===== src/rtl/dadda_pkg.sv =====
// Shared definitions for the Dadda multiplier final carry-propagate stage.
//   DADDA_W     : width of each reduced row and of the product
//   DADDA_CHUNK : default number of bits added per cycle
//   NSLICE      : slices per operation at the default chunk size
//   IDX_W       : width of a slice index at the default chunk size
//   state_t     : sequencing states of the final adder
package dadda_pkg;

  localparam int DADDA_W     = 16;
  localparam int DADDA_CHUNK = 4;
  localparam int NSLICE      = DADDA_W / DADDA_CHUNK;
  localparam int IDX_W       = (NSLICE > 1) ? $clog2(NSLICE) : 1;

  typedef enum logic [1:0] {
    IDLE = 2'd0,
    ADD  = 2'd1,
    DONE = 2'd2
  } state_t;

endpackage


===== src/rtl/dadda_final_adder_if.sv =====
// Row-pair input / product output bus of the final adder.
//   in_valid/in_ready   : row pair handshake, in_row0/in_row1 carry the rows
//   out_valid/out_ready : result handshake, out_prod/out_ovf carry the result
// Handshake rule on both sides: a transfer happens on a rising edge where
// valid and ready are both high; valid, once raised, holds its payload stable
// until that transfer.
// master : the producer/consumer environment; slave : the adder itself.
interface dadda_final_adder_if #(
  parameter int WIDTH = dadda_pkg::DADDA_W
);
  logic             in_valid;
  logic             in_ready;
  logic [WIDTH-1:0] in_row0;
  logic [WIDTH-1:0] in_row1;
  logic             out_valid;
  logic             out_ready;
  logic [WIDTH-1:0] out_prod;
  logic             out_ovf;

  modport master (
    output in_valid, in_row0, in_row1, out_ready,
    input  in_ready, out_valid, out_prod, out_ovf
  );

  modport slave (
    input  in_valid, in_row0, in_row1, out_ready,
    output in_ready, out_valid, out_prod, out_ovf
  );
endinterface


===== src/rtl/dadda_final_adder_ripple_slice_adder.sv =====
// Combinational building blocks of the final adder datapath.
//   full_adder         : one-bit full adder cell (a, b, ci -> s, co)
//   ripple_slice_adder : W-bit ripple chain of full_adder cells
//                        ports a, b, cin -> sum, cout
module full_adder (
  input  logic a,
  input  logic b,
  input  logic ci,
  output logic s,
  output logic co
);
  assign s  = a ^ b ^ ci;
  assign co = (a & b) | (ci & (a ^ b));
endmodule

module ripple_slice_adder #(
  parameter int W = dadda_pkg::DADDA_CHUNK
) (
  input  logic [W-1:0] a,
  input  logic [W-1:0] b,
  input  logic         cin,
  output logic [W-1:0] sum,
  output logic         cout
);
  // c[i] is the carry into bit i; c[W] leaves the slice.
  logic [W:0] c;

  assign c[0] = cin;
  assign cout = c[W];

  for (genvar i = 0; i < W; i++) begin : g_bit
    full_adder u_fa (
      .a  (a[i]),
      .b  (b[i]),
      .ci (c[i]),
      .s  (sum[i]),
      .co (c[i+1])
    );
  end
endmodule


===== src/rtl/dadda_final_adder.sv =====
// Final carry-propagate adder behind the Dadda reduction tree.
// Adds the two reduced rows CHUNK bits per cycle through one ripple slice.
//   clk, rst   : clock, synchronous active-high reset
//   bus        : row pair in / product out handshake bus (slave side)
//   busy       : high while an operation is in ADD or DONE
//   state_dbg  : current sequencing state
// One operand pair is in flight at a time: in_ready is low in ADD and DONE.
module dadda_final_adder
  import dadda_pkg::*;
#(
  parameter int WIDTH = DADDA_W,
  parameter int CHUNK = DADDA_CHUNK
) (
  input  logic                 clk,
  input  logic                 rst,
  dadda_final_adder_if.slave   bus,
  output logic                 busy,
  output state_t               state_dbg
);

  localparam int NSL = WIDTH / CHUNK;
  localparam int IW  = (NSL > 1) ? $clog2(NSL) : 1;
  localparam logic [IW-1:0] LAST = IW'(NSL - 1);

  state_t           state_q, state_d;
  logic [IW-1:0]    idx_q;
  logic             carry_q;
  logic [WIDTH-1:0] row0_q, row1_q, result_q;
  logic             ovf_q;

  logic             accept, step, last;
  logic [CHUNK-1:0] a_sl, b_sl, s_sl;
  logic             c_sl;

  assign a_sl = row0_q[idx_q*CHUNK +: CHUNK];
  assign b_sl = row1_q[idx_q*CHUNK +: CHUNK];

  ripple_slice_adder #(.W(CHUNK)) u_slice (
    .a    (a_sl),
    .b    (b_sl),
    .cin  (carry_q),
    .sum  (s_sl),
    .cout (c_sl)
  );

  always_comb begin
    state_d = state_q;
    accept  = 1'b0;
    step    = 1'b0;
    last    = 1'b0;
    case (state_q)
      IDLE: begin
        if (bus.in_valid && !rst) begin
          accept  = 1'b1;
          state_d = ADD;
        end
      end
      ADD: begin
        step = 1'b1;
        if (idx_q == LAST) begin
          last    = 1'b1;
          state_d = DONE;
        end
      end
      DONE: begin
        if (bus.out_ready) state_d = IDLE;
      end
      default: state_d = IDLE;
    endcase
  end

  always_ff @(posedge clk) begin
    if (rst) begin
      state_q  <= IDLE;
      idx_q    <= '0;
      carry_q  <= 1'b0;
      row0_q   <= '0;
      row1_q   <= '0;
      result_q <= '0;
      ovf_q    <= 1'b0;
    end else begin
      state_q <= state_d;
      if (accept) begin
        row0_q   <= bus.in_row0;
        row1_q   <= bus.in_row1;
        carry_q  <= 1'b0;
        idx_q    <= '0;
        result_q <= '0;
        ovf_q    <= 1'b0;
      end else if (step) begin
        result_q[idx_q*CHUNK +: CHUNK] <= s_sl;
        carry_q <= c_sl;
        idx_q   <= idx_q + 1'b1;
        // The carry out of the top slice is the overflow flag.
        if (last) ovf_q <= c_sl;
      end
    end
  end

  // in_ready is gated by rst so no accept can be signalled during reset.
  assign bus.in_ready  = (state_q == IDLE) && !rst;
  assign bus.out_valid = (state_q == DONE);
  assign bus.out_prod  = result_q;
  assign bus.out_ovf   = ovf_q;
  assign busy          = (state_q != IDLE);
  assign state_dbg     = state_q;

endmodule

===== src/flat_wrapper.sv =====
// flat-port wrapper written by rule: the top's interface ports become plain ports
module dadda_final_adder_flat import dadda_pkg::*;
#(
  parameter int WIDTH = DADDA_W,
  parameter int CHUNK = DADDA_CHUNK
)
  (clk, rst, busy, state_dbg, bus_in_valid, bus_in_row0, bus_in_row1, bus_out_ready, bus_in_ready, bus_out_valid, bus_out_prod, bus_out_ovf);
  dadda_final_adder_if #(.WIDTH(WIDTH)) bus_i ();
  input  logic clk;
  input  logic rst;
  output logic busy;
  output state_t state_dbg;
  input wire logic [$bits(bus_i.in_valid)-1:0] bus_in_valid;
  input wire logic [$bits(bus_i.in_row0)-1:0] bus_in_row0;
  input wire logic [$bits(bus_i.in_row1)-1:0] bus_in_row1;
  input wire logic [$bits(bus_i.out_ready)-1:0] bus_out_ready;
  output wire logic [$bits(bus_i.in_ready)-1:0] bus_in_ready;
  output wire logic [$bits(bus_i.out_valid)-1:0] bus_out_valid;
  output wire logic [$bits(bus_i.out_prod)-1:0] bus_out_prod;
  output wire logic [$bits(bus_i.out_ovf)-1:0] bus_out_ovf;
  assign bus_i.in_valid = bus_in_valid;
  assign bus_i.in_row0 = bus_in_row0;
  assign bus_i.in_row1 = bus_in_row1;
  assign bus_i.out_ready = bus_out_ready;
  assign bus_in_ready = bus_i.in_ready;
  assign bus_out_valid = bus_i.out_valid;
  assign bus_out_prod = bus_i.out_prod;
  assign bus_out_ovf = bus_i.out_ovf;
  dadda_final_adder #(.WIDTH(WIDTH), .CHUNK(CHUNK)) u_core (.clk(clk), .rst(rst), .bus(bus_i), .busy(busy), .state_dbg(state_dbg));
endmodule

===== config.mk =====
export PLATFORM = sky130hd
export DESIGN_NAME = dadda_final_adder_flat
export DESIGN_NICKNAME = d
export VERILOG_FILES = /design/src/rtl/dadda_pkg.sv /design/src/rtl/dadda_final_adder_if.sv /design/src/rtl/dadda_final_adder_ripple_slice_adder.sv /design/src/rtl/dadda_final_adder.sv /design/src/flat_wrapper.sv
export SDC_FILE = /design/constraint.sdc
export NUM_CORES = 1
export LEC_CHECK = 0
export BUFFER_PORTS_ARGS = -buffer_cell sky130_fd_sc_hd__buf_2
export CAP_MARGIN = 15
export CORE_UTILIZATION = 50
export DETAILED_ROUTE_END_ITERATION = 10
export PLACE_DENSITY = 0.76
export SYNTH_ARGS = -nofsm -noshare
export SYNTH_HDL_FRONTEND = slang
export SYNTH_SLANG_ARGS = --single-unit

===== constraint.sdc =====
create_clock -name clk -period 4.3 [get_ports clk]
set_input_delay 0.43 -clock clk [delete_from_list [all_inputs] [get_ports clk]]
set_output_delay 0.43 -clock clk [all_outputs]
set_load 0.01 [all_outputs]

==> results of run 1 <==
cell usage after synthesis (5+ instances only):
| library cell | count |
|---|---|
| dfxtp_1 | 54 |
| a22o_1 | 32 |
| a21oi_1 | 18 |
| nand2_1 | 17 |
| buf_2 | 9 |
| inv_1 | 9 |
| nand4_1 | 8 |
| ha_1 | 6 |
| mux4_2 | 5 |
| nor2_1 | 5 |
cell type report:
type,count,area [um2],share of cell area
Clock buffer,5,68.8,0.0258
Clock inverter,2,10.0,0.00375
Inverter,9,33.8,0.0127
Multi-Input combinational cell,130,1110,0.416
Sequential cell,54,1080,0.405
Tap cell,52,65.1,0.0244
Timing Repair Buffer,59,300,0.113
power by group:
group	leakage (nW)	internal, W	switching, W
Combinational	0.655	0.0000568	0.0000603
Sequential	0.440	0.000521	0.0000155
Clock	0.0438	0.000110	0.000158
Total	1.14	0.000688	0.000234
final timing paths:
kind / startpoint / end / cells past startpoint
setup / recovery: u_core.idx_q[0] / u_core.bus.out_prod[10] / 8
hold / removal: bus_in_row0[4] / u_core.row0_q[4] / 2
setup reg to reg: u_core.idx_q[0] / u_core.bus.out_prod[10] / 8
hold reg to reg: u_core.bus.out_prod[9] / u_core.bus.out_prod[9] / 2
metal layers:
metal / wire [um] / track usage / vias up
li1: - / - / 870
met1: 2180 / 0.266 / 813
met2: 2130 / 0.313 / 54
met3: 209 / 0.0407 / 9
met4: 77 / 0.0778 / 0
met5: 0 / 0 / -
critical path, cell delays in order (launching register included):
cell     delay [ps]
dfxtp_1         390
buf_4           280
mux4_2          550
fa_1            370
inv_1            70
fa_1            180
fa_1            480
or4_1           540
a21oi_1         140
registers in the layout, indices dropped and copies added, names as in the netlist:
name and flops:
u_core.state_dbg 2, u_core.carry_q 1, u_core.bus.out_ovf 1, u_core.row1_q 16, u_core.idx_q 2, u_core.row0_q 16
u_core.bus.out_prod 16
through the flow:
step                utilization  hold slack [ps]  setup slack [ps]
floorplan                     -              434              1270
global placement          0.591              437              1330
detailed placement        0.591              441              1260
CTS                       0.609              333              1230
global route              0.609              327              1070
finish                    0.609              338              1220
kinds of logic (layout without fill, tap and decap cells):
family                     count (synthesis)  in the layout
adders and majority gates                 10             10
muxes                                     10             10
AOI/OAI and AO/OA                         53             53
xor gates and xnor gates                   1              1
and+or+nand+nor                           56             56
buffers and inverters                     24             75
DFF                                       54             54
==> metrics.md, run 1 <==
| Metric | Value |
|---|---|
| Period utilisation layout | 0.716 |
| Via count of the first global-routing pass | 1633 |
| Setup crit start kind | register |
| Filler cells | 407 |
| Syn_area_per_cell | 11.1 um2 |
| Count of final hold-check violations | 0 |
| Layout cells sized above 1 | 0.290 |
| Pin count of the biggest net entering global routing | 33 |
| Root cell of the clock tree | clkbuf_8 |
| Synth unique cells | 33 |
| Final Non-Filler Cells | 311 |
| Final wirelength | 4590 um |
| Yosys reg bits | 54 |
| Worst Skew | 7.69 ps |
| GP Congestion | 0.757 |
| Skew-Pair Late Insertion Delay | 300 ps |
| Synth Net Count | 254 |
| First-pass GRT wire length | 7620 um |
| Top Ports | 58 |
| Clock Sinks | 54 |
| Synth warn | 0 |
| Die width | 69.8 um |
| R2r setup slk | 1220 ps |
| Fin Setup TNS | 0 ps |
| Sequential fraction of the synthesis area | 0.470 |
| Post-synthesis xor/xnor area fraction | 0.00381 |
| Die height | 69.8 um |
| Crit-path max FO | 19 |
| Post-CTS Hold Buffers | 0 |
| Area fraction in compound gates after synthesis | 0.172 |
| Num rows | 24 |
| Setup crit end kind | register |
| Synth Instances | 208 |
| Design Power | 0.000922 W |
| Arr. time, crit path | 3310 ps |
| Status | finished clean |
| Detailed-route DRC error count | 0 |
| Cell taking the most area after synthesis | dfxtp_1 |
| Port Buffers | 57 |
| Slew @ Worst Pin | 1120 ps |
| Mux contribution to synthesized area | 0.0919 |
| Number of buffers created by CTS | 5 |
| Clock slew at reported path FFs | 100 ps |
| Synth area leaders | dfxtp_1, a22o_1, mux4_2 |
| Leakage | 1.14 nW |
| Commonest non-fill, non-tap cell in the layout | buf_2 |
| Synth Area in Adders | 0.0675 |
| Power density cells | 345 nW/um2 |
| N_diodes | 0 |
| Post-Synth Simple-Gate Area | 0.146 |
| Initial core utilization | 0.525 |
| Number of synthesized flops with an enable pin | 0 |
| RSZ-0062 raised after global routing | false |
| CTS tree | done |
| Worst EP required | 4530 ps |
| Routed Antenna Nets | 0 |
| Iteration count of the initial detailed-routing pass | 4 |
| Post_cts resized | 0 |
| 1st-iter DRT viols | 82 |
| Largest family of logic cells by synthesized area | compound AO/OA/AOI/OAI gates |
| Total grt overflow | 0 |
| Clock buffer depth | 2 |
| Die Area | 4870 um2 |
| Vias/cell | 5.61 |
| Nets | 305 |
| Worst rel slew slack | 0.251 |
| H-tree levels | 2 |
| Cell Count Post-Placement | 304 |
| Most frequent cells in the layout | buf_2, dfxtp_1, a22o_1, nand2_1, a21oi_1 |
| Ys flop type | dfxtp_1 |
| Final setup violation count | 0 |
| # Max-Cap Violations | 0 |
| Fmax | 325 MHz |
| Post-Syn Area | 2300 um2 |
| Worst Hold Class | in -> reg |
| Crit path time final | 3080 ps |
| Detailed Place HPWL | 3230 um |
| Final Max Tran Viols | 0 |
| Post-synth ARST share | 0 |
| Worst IR Drop VDD | 0.210 mV |
| Core footprint | 4380 um2 |
| Initial antenna violation count | 0 |
| Final design area excluding fillers | 2670 um2 |
| Average wire per standard cell | 14.8 um |
| Post-DP Area | 2590 um2 |
| Post CTS Setup Buffer Count | 0 |
| Layout area overhead | 16.1% |
| Share of the synthesized area in the top cell type | 0.470 |
| WS Path Type | reg -> reg |
| All-Layer GR Usage | 0.198 |
| Via count | 1746 |
No activity file was read; power rests on OpenSTA's default activity.
==> run 2: changes to the inputs <==
--- a/config.mk
+++ b/config.mk
@@ -5,11 +5,12 @@
 export SDC_FILE = /design/constraint.sdc
 export NUM_CORES = 1
 export LEC_CHECK = 0
+export ABC_AREA = 1
 export BUFFER_PORTS_ARGS = -buffer_cell sky130_fd_sc_hd__buf_2
 export CAP_MARGIN = 15
-export CORE_UTILIZATION = 50
+export CORE_UTILIZATION = 48
 export DETAILED_ROUTE_END_ITERATION = 10
-export PLACE_DENSITY = 0.76
+export PLACE_DENSITY = 0.75
 export SYNTH_ARGS = -nofsm -noshare
 export SYNTH_HDL_FRONTEND = slang
 export SYNTH_SLANG_ARGS = --single-unit
==> constraint.sdc (replaced) <==
create_clock -name clk -period 2.65 [get_ports clk]
set_input_delay 0.265 -clock clk [delete_from_list [all_inputs] [get_ports clk]]
set_output_delay 0.265 -clock clk [all_outputs]
set_load 0.01 [all_outputs]
==> metrics.md, run 2 <==
| Metric | Value |
|---|---|
| RSZ-0062 raised after global routing | true (was false) |
| Core footprint | 4820 um2 (was 4380 um2) |
| GP Congestion | 0.839 (was 0.757) |
| Yosys reg bits | 54 (unchanged) |
| Fin Setup TNS | -24.1 ps (was 0 ps) |
| Share of the synthesized area in the top cell type | 0.442 (was 0.470) |
| N_diodes | 0 (unchanged) |
| Leakage | 1.45 nW (was 1.14 nW) |
| Number of buffers created by CTS | 5 (unchanged) |
| Nets | 446 (was 305) |
| Synth Net Count | 383 (was 254) |
| Final wirelength | 6120 um (was 4590 um) |
| Clock slew at reported path FFs | 100 ps (about the same) |
| Top Layer Used | met4 (unchanged) |
| Crit-path most repeated cell | a21oi_1 (was fa_1) |
| Met1 wire length | 2840 um (was 2180 um) |
| Routed Antenna Nets | 0 (unchanged) |
| Met2 WL post-DR | 2840 um (was 2130 um) |
| Initial antenna violation count | 0 (unchanged) |
| Mux contribution to synthesized area | 0 (was 0.0919) |
| Commonest non-fill, non-tap cell in the layout | nand2_1 (was buf_2) |
| Die height | 73.4 um (was 69.8 um) |
| Via count | 2363 (was 1746) |
| Syn_area_per_cell | 7.25 um2 (was 11.1 um2) |
| Final setup violation count | 2 (was 0) |
| Largest family of logic cells by synthesized area | simple AND/OR/NAND/NOR gates (was compound AO/OA/AOI/OAI gates) |
| Slowest stage delay, CP | 450 ps (was 550 ps) |
| Cell Chain, Critical Path | buf_6 > buf_12 > o21ai_0 > a21oi_1 > a21oi_1 > fa_2 > fa_2 > inv_2 > fa_1 > nand2_2 > inv_1 > nand3_2 > a21oi_1 (was buf_4 > mux4_2 > fa_1 > inv_1 > fa_1 > fa_1 > or4_1 > a21oi_1) |
| Ys flop type | dfxtp_1 (unchanged) |
| Status | finished with violations (was finished clean) |
| Final Max Tran Viols | 0 (unchanged) |
| Top Ports | 58 (unchanged) |
| Slowest cell on the critical path | fa_1 (was mux4_2) |
| Iteration count of the initial detailed-routing pass | 5 (was 4) |
| All-Layer GR Usage | 0.230 (was 0.198) |
| Synth Area in Adders | 0.0635 (was 0.0675) |
| Detailed Place HPWL | 4060 um (was 3230 um) |
| Total grt overflow | 0 (unchanged) |
| Violated checks | setup timing |
| Most frequent cells in the layout | nand2_1, buf_2, dfxtp_1, nand3_1, inv_1 (was buf_2, dfxtp_1, a22o_1, nand2_1, a21oi_1) |
| Most frequent cell after synthesis | nand2_1 (was dfxtp_1) |
| Clock Sinks | 54 (unchanged) |
| # Max-Cap Violations | 0 (unchanged) |
| Crit path time final | 2670 ps (was 3080 ps) |
| Synth Instances | 337 (was 208) |
| Met3 wire length | 333 um (was 209 um) |
| Post-synth ARST share | 0 (unchanged) |
| Layout area overhead | 26.3% (was 16.1%) |
| Filler cells | 449 (was 407) |
| Post-CTS Hold Buffers | 0 (unchanged) |
| Worst rel slew slack | 0.627 (was 0.251) |
| Worst IR Drop VDD | 0.311 mV (was 0.210 mV) |
| Fmax | 374 MHz (was 325 MHz) |
| Skew-Pair Late Insertion Delay | 310 ps (was 300 ps) |
| Power density cells | 566 nW/um2 (was 345 nW/um2) |
| Period utilisation layout | 1.01 (was 0.716) |
| Worst setup margin | -20.9 ps (was 1220 ps) |
| Count of final hold-check violations | 0 (unchanged) |
| Arr. time, crit path | 2840 ps (was 3310 ps) |
| Synth area leaders | dfxtp_1, nand2_1, nand3_1 (was dfxtp_1, a22o_1, mux4_2) |
| Register area | 1090 um2 (was 1080 um2) |
| Clock buffer depth | 2 (unchanged) |
| Port Buffers | 57 (unchanged) |
| Area fraction in compound gates after synthesis | 0.153 (was 0.172) |
| Final Non-Filler Cells | 468 (was 311) |
| Top cells by count, synth | nand2_1, dfxtp_1, nand3_1, inv_1, a21oi_1 (was dfxtp_1, a22o_1, a21oi_1, nand2_1) |
| Post-Syn Area | 2440 um2 (was 2300 um2) |
| Die Area | 5380 um2 (was 4870 um2) |
| CTS tree | done (unchanged) |
| Sequential fraction of the synthesis area | 0.442 (was 0.470) |
| Layout cells sized above 1 | 0.269 (was 0.290) |
| Synth unique cells | 19 (was 33) |
| Post-Synth Simple-Gate Area | 0.247 (was 0.146) |
| Worst Skew | 4.04 ps (was 7.69 ps) |
| Initial core utilization | 0.507 (was 0.525) |
| Pin count of the biggest net entering global routing | 35 (was 33) |
| Number of synthesized flops with an enable pin | 0 (unchanged) |
| Synth warn | 0 (unchanged) |
| Slew @ Worst Pin | 559 ps (was 1120 ps) |
| Multi-input gate area | 1190 um2 (was 1110 um2) |
| First-pass GRT wire length | 9460 um (was 7620 um) |
| Worst EP required | 2820 ps (was 4530 ps) |
| Post-synthesis xor/xnor area fraction | 0 (was 0.00381) |
| 1st-iter DRT viols | 231 (was 82) |
| Die width | 73.4 um (was 69.8 um) |
| Via count of the first global-routing pass | 2073 (was 1633) |
| Cell taking the most area after synthesis | dfxtp_1 (unchanged) |
| Vias/cell | 5.05 (was 5.61) |
| Cell Count Post-Placement | 455 (was 304) |
| Average wire per standard cell | 13.1 um (was 14.8 um) |
| Num rows | 25 (was 24) |
| Setup crit end kind | register (unchanged) |
| Detailed-route DRC error count | 0 (unchanged) |
| Root cell of the clock tree | clkbuf_8 (unchanged) |
| R2r setup slk | -20 ps (was 1220 ps) |
| Setup crit start kind | register (unchanged) |
| H-tree levels | 2 (unchanged) |
| Worst Hold Class | in -> reg (unchanged) |
| WS Path Type | reg -> reg (unchanged) |
| Crit-path max FO | 7 (was 19) |
==> run 2: worst max-delay path: cells and delay by family (launching register included) <==
family,cells,cell delay (ps)
AND/OR/NAND/NOR,2,180
adder cells (fa/ha/maj),3,1160
flip-flops,1,430
AO/OA/AOI/OAI,4,380
buffers and inverters,4,370
==> run 2: cells by family after synthesis <==
logic type | after synthesis
buffers and inverters | 57
flip-flops | 54
AND/OR/NAND/NOR | 144
AO/OA/AOI/OAI | 72
adder cells (fa/ha/maj) | 10
==> run 2: stage by stage <==
step           worst slack [ps]  hold slack (ps)  cell area [um2]  utilization  power, W
6_report                  -20.9              173             3090        0.641   0.00175
5_1_grt                    -131              174             3090        0.641   0.00182
4_1_cts                    6.99              166             2960        0.614   0.00172
3_5_place_dp              -99.6              436             2840        0.589   0.00118
3_3_place_gp               17.0              429             2840        0.589   0.00117
2_1_floorplan              7.54              334             2480            -   0.00109
==> run 2: path summary, 6_finish.rpt <==
path	to	depth (start not counted)	startpoint
min	u_core.row1_q[6]	3	bus_in_row1[6]
max reg2reg	u_core.bus.out_prod[11]	13	u_core.idx_q[0]
min reg2reg	u_core.row0_q[6]	2	u_core.row0_q[6]
max	u_core.bus.out_prod[11]	13	u_core.idx_q[0]
==> run 2: power by group <==
part	internal [W]	switching, W	total, W
sequential	0.000855	0.0000255	0.000881
combinational	0.000126	0.000193	0.000319
clock	0.000278	0.000268	0.000546
total	0.00126	0.000486	0.00175
==> run 2: timing repair <==
item / 4_1_cts / 5_1_grt
setup buffers: 0 / 3
endpoints found under the setup margin: 5 / 6
cloned: 0 / 2
pin swaps: 4 / 4
gates resized for setup: 7 / 23
==> run 2: cell type report <==
type                            count  share of cell area
Clock buffer                        5              0.0223
Sequential cell                    54               0.352
Inverter                           41              0.0531
Clock inverter                      3              0.0130
Timing Repair Buffer               72               0.147
Tap cell                           67              0.0272
Multi-Input combinational cell    226               0.386
==> run 2: per-layer routing <==
metal  up-vias  GRT usage
li1       1209          -
met1      1064      0.320
met2        82      0.356
met3         8     0.0453
met4         0     0.0812
met5         -          0
==> run 3: changes to the inputs <==
--- a/config.mk
+++ b/config.mk
@@ -8,6 +8,7 @@
 export ABC_AREA = 1
 export BUFFER_PORTS_ARGS = -buffer_cell sky130_fd_sc_hd__buf_2
 export CAP_MARGIN = 15
+export CORE_ASPECT_RATIO = 2
 export CORE_UTILIZATION = 48
 export DETAILED_ROUTE_END_ITERATION = 10
 export PLACE_DENSITY = 0.75
==> metrics.md, run 3 (synthesized netlist as in run 2, its figures left out) <==
| Metric | Value |
|---|---|
| Switching pwr | 0.000453 W (was 0.000486 W) |
| Status | finished clean (was finished with violations) |
| Leakage | 1.40 nW (was 1.45 nW) |
| Iteration count of the initial detailed-routing pass | 4 (was 5) |
| GP Congestion | 0.912 (was 0.839) |
| Top Ports | 58 (unchanged) |
| Register area | 1090 um2 (unchanged) |
| Number of buffers created by CTS | 5 (unchanged) |
| Crit-path max FO | 7 (unchanged) |
| Combinational Power Share | 0.182 (was 0.183) |
| Routed Antenna Nets | 0 (unchanged) |
| All-Layer GR Usage | 0.228 (was 0.230) |
| Die Area | 5400 um2 (was 5380 um2) |
| Worst Hold End | u_core.row0_q[10] (was u_core.row1_q[6]) |
| Nets | 444 (was 446) |
| Clock slew at reported path FFs | 90 ps (was 100 ps) |
| Int Power | 0.00115 W (was 0.00126 W) |
| Root cell of the clock tree | clkbuf_8 (unchanged) |
| Detailed-route DRC error count | 0 (unchanged) |
| Die height | 103 um (was 73.4 um) |
| Worst slack, placed | -95.2 ps (was -99.6 ps) |
| N_diodes | 0 (unchanged) |
| Final setup violation count | 0 (was 2) |
| Fmax | 379 MHz (was 374 MHz) |
| Vias/cell | 5.08 (was 5.05) |
| Via count | 2310 (was 2363) |
| Multi-input gate area | 1170 um2 (was 1190 um2) |
| Initial core utilization | 0.502 (was 0.507) |
| Via count of the first global-routing pass | 2160 (was 2073) |
| Core footprint | 4860 um2 (was 4820 um2) |
| R2R depth | 16 (was 13) |
| H-tree levels | 2 (unchanged) |
| Period utilisation layout | 0.996 (was 1.01) |
| R2r setup slk | 10 ps (was -20 ps) |
| First-pass GRT wire length | 9050 um (was 9460 um) |
| Layout cells sized above 1 | 0.239 (was 0.269) |
| Worst rel slew slack | 0.635 (was 0.627) |
| Clock buffer depth | 2 (unchanged) |
| Setup crit end kind | register (unchanged) |
| Final Max Tran Viols | 0 (unchanged) |
| Count of final hold-check violations | 0 (unchanged) |
| Worst R2R Start | u_core.idx_q[0] (unchanged) |
| Worst EP required | 2860 ps (was 2820 ps) |
| R2r endpoint | u_core.bus.out_prod[7] (was u_core.bus.out_prod[11]) |
| # Max-Cap Violations | 0 (unchanged) |
| Arr. time, crit path | 2850 ps (was 2840 ps) |
| Most frequent cells in the layout | nand2_1, buf_2, dfxtp_1, nand3_1, inv_1 (unchanged) |
| Port Buffers | 57 (unchanged) |
| Layout area overhead | 21.0% (was 26.3%) |
| RSZ-0062 raised after global routing | true (unchanged) |
| Fin Setup TNS | 0 ps (was -24.1 ps) |
| Num rows | 36 (was 25) |
| Pin count of the biggest net entering global routing | 35 (unchanged) |
| Clock network power share | 0.267 (was 0.313) |
| Initial antenna violation count | 0 (unchanged) |
| Final wirelength | 5580 um (was 6120 um) |
| Worst setup margin | 10.9 ps (was -20.9 ps) |
| Power density cells | 541 nW/um2 (was 566 nW/um2) |
| Sw Share | 0.283 (was 0.278) |
| Worst Hold Class | in -> reg (unchanged) |
| Design Power | 0.00160 W (was 0.00175 W) |
| Sequential power share | 0.551 (was 0.504) |
| Filler cells | 490 (was 449) |
| Setup crit start kind | register (unchanged) |
| Commonest non-fill, non-tap cell in the layout | nand2_1 (unchanged) |
| WS Path Type | reg -> reg (unchanged) |
| WHS Path Cells | 3 (unchanged) |
| Worst IR Drop VDD | 0.412 mV (was 0.311 mV) |
| Detailed Place HPWL | 4290 um (was 4060 um) |
| Crit path time final | 2640 ps (was 2670 ps) |
| Post-layout util | 0.608 (was 0.641) |
| Skew-Pair Late Insertion Delay | 310 ps (about the same) |
| Die width | 52.5 um (was 73.4 um) |
| Clock Sinks | 54 (unchanged) |
| Average wire per standard cell | 12.3 um (was 13.1 um) |
| Total grt overflow | 0 (unchanged) |
| CTS tree | done (unchanged) |
| Worst Skew | 11.7 ps (was 4.04 ps) |
| Hold Crit Start | bus_in_row0[10] (was bus_in_row1[6]) |
| Slew @ Worst Pin | 547 ps (was 559 ps) |
| 1st-iter DRT viols | 43 (was 231) |
[run 3: changes by cell type in the layout (fill, tap and decap cells not counted), moves of 2 or more]
cell,delta
nor2_1,+2
clkbuf_16,-2
a21oi_2,-5
o21ai_1,-2
clkinv_2,-2
a21oi_1,+4
nor2_2,-2
o21ai_0,+3
clkbuf_1,+2
[run 3: layout make-up]
cell class / count / area share
sequential: 54 / 0.367
clock buffer: 7 / 0.0258
inverter: 41 / 0.0546
tap: 57 / 0.0241
multi-input combinational: 226 / 0.396
timing repair buffer: 70 / 0.132
[run 3: through the flow]
stage / cell area (um2) / cells / hold slack [ps]
floorplan: 2480 / 337 / 334
global placement: 2820 / 446 / 425
detailed placement: 2820 / 446 / 433
CTS: 2920 / 453 / 177
global route: 2960 / 455 / 189
finish: 2960 / 455 / 179
[run 3: how the worst max path moves through the flow]
stage	slack [ps]	depth (start not counted)	startpoint	end
CTS	5	16	u_core.idx_q[0]	u_core.bus.out_prod[7]
global placement	40	16	u_core.idx_q[0]	u_core.bus.out_prod[7]
detailed placement	-100	16	u_core.idx_q[1]	u_core.bus.out_prod[7]
global route	-110	16	u_core.idx_q[0]	u_core.bus.out_prod[7]
floorplan	8	17	u_core.idx_q[0]	u_core.bus.out_prod[7]
finish	10	16	u_core.idx_q[0]	u_core.bus.out_prod[7]
[run 3: critical path: stages, from the launching register on]
cell and delay, ps:
dfxtp_4 430, inv_4 60, a21oi_2 100, o21ai_1 70, nand2_1 100, fa_2 210, inv_2 40, fa_2 330
fa_2 340, inv_2 60, fa_1 440, nand2_1 100, nor2_1 60, nand2_1 50, nand2_1 50, inv_1 50
nor2_1 30
[run 3: power groups by stage]
stage	logic, W	clock network [W]	registers (W)
floorplan	0.000191	0	0.000895
global placement	0.000275	0	0.000897
detailed placement	0.000284	0	0.000898
CTS	0.000289	0.000436	0.000880
global route	0.000333	0.000468	0.000886
finish	0.000291	0.000428	0.000881
[run 3: timing repair]
item                                    CTS  global route
endpoints found under the setup margin    4             4
hold endpoints to repair                  0             0
gates resized for setup                  10             9
buffers inserted                          0             2
pin swaps                                 4             6
hold buffers                              0             0
[run 3: routing by layer]
metal  share of wire  global-route usage  wire, um  vias to the layer above
li1                -                   -         -                     1200
met1            0.36               0.212      2000                     1036
met2            0.57               0.444      3190                       56
met3           0.037              0.0369       208                       18
met4           0.033               0.119       183                        0
met5               0                   0         0                        -
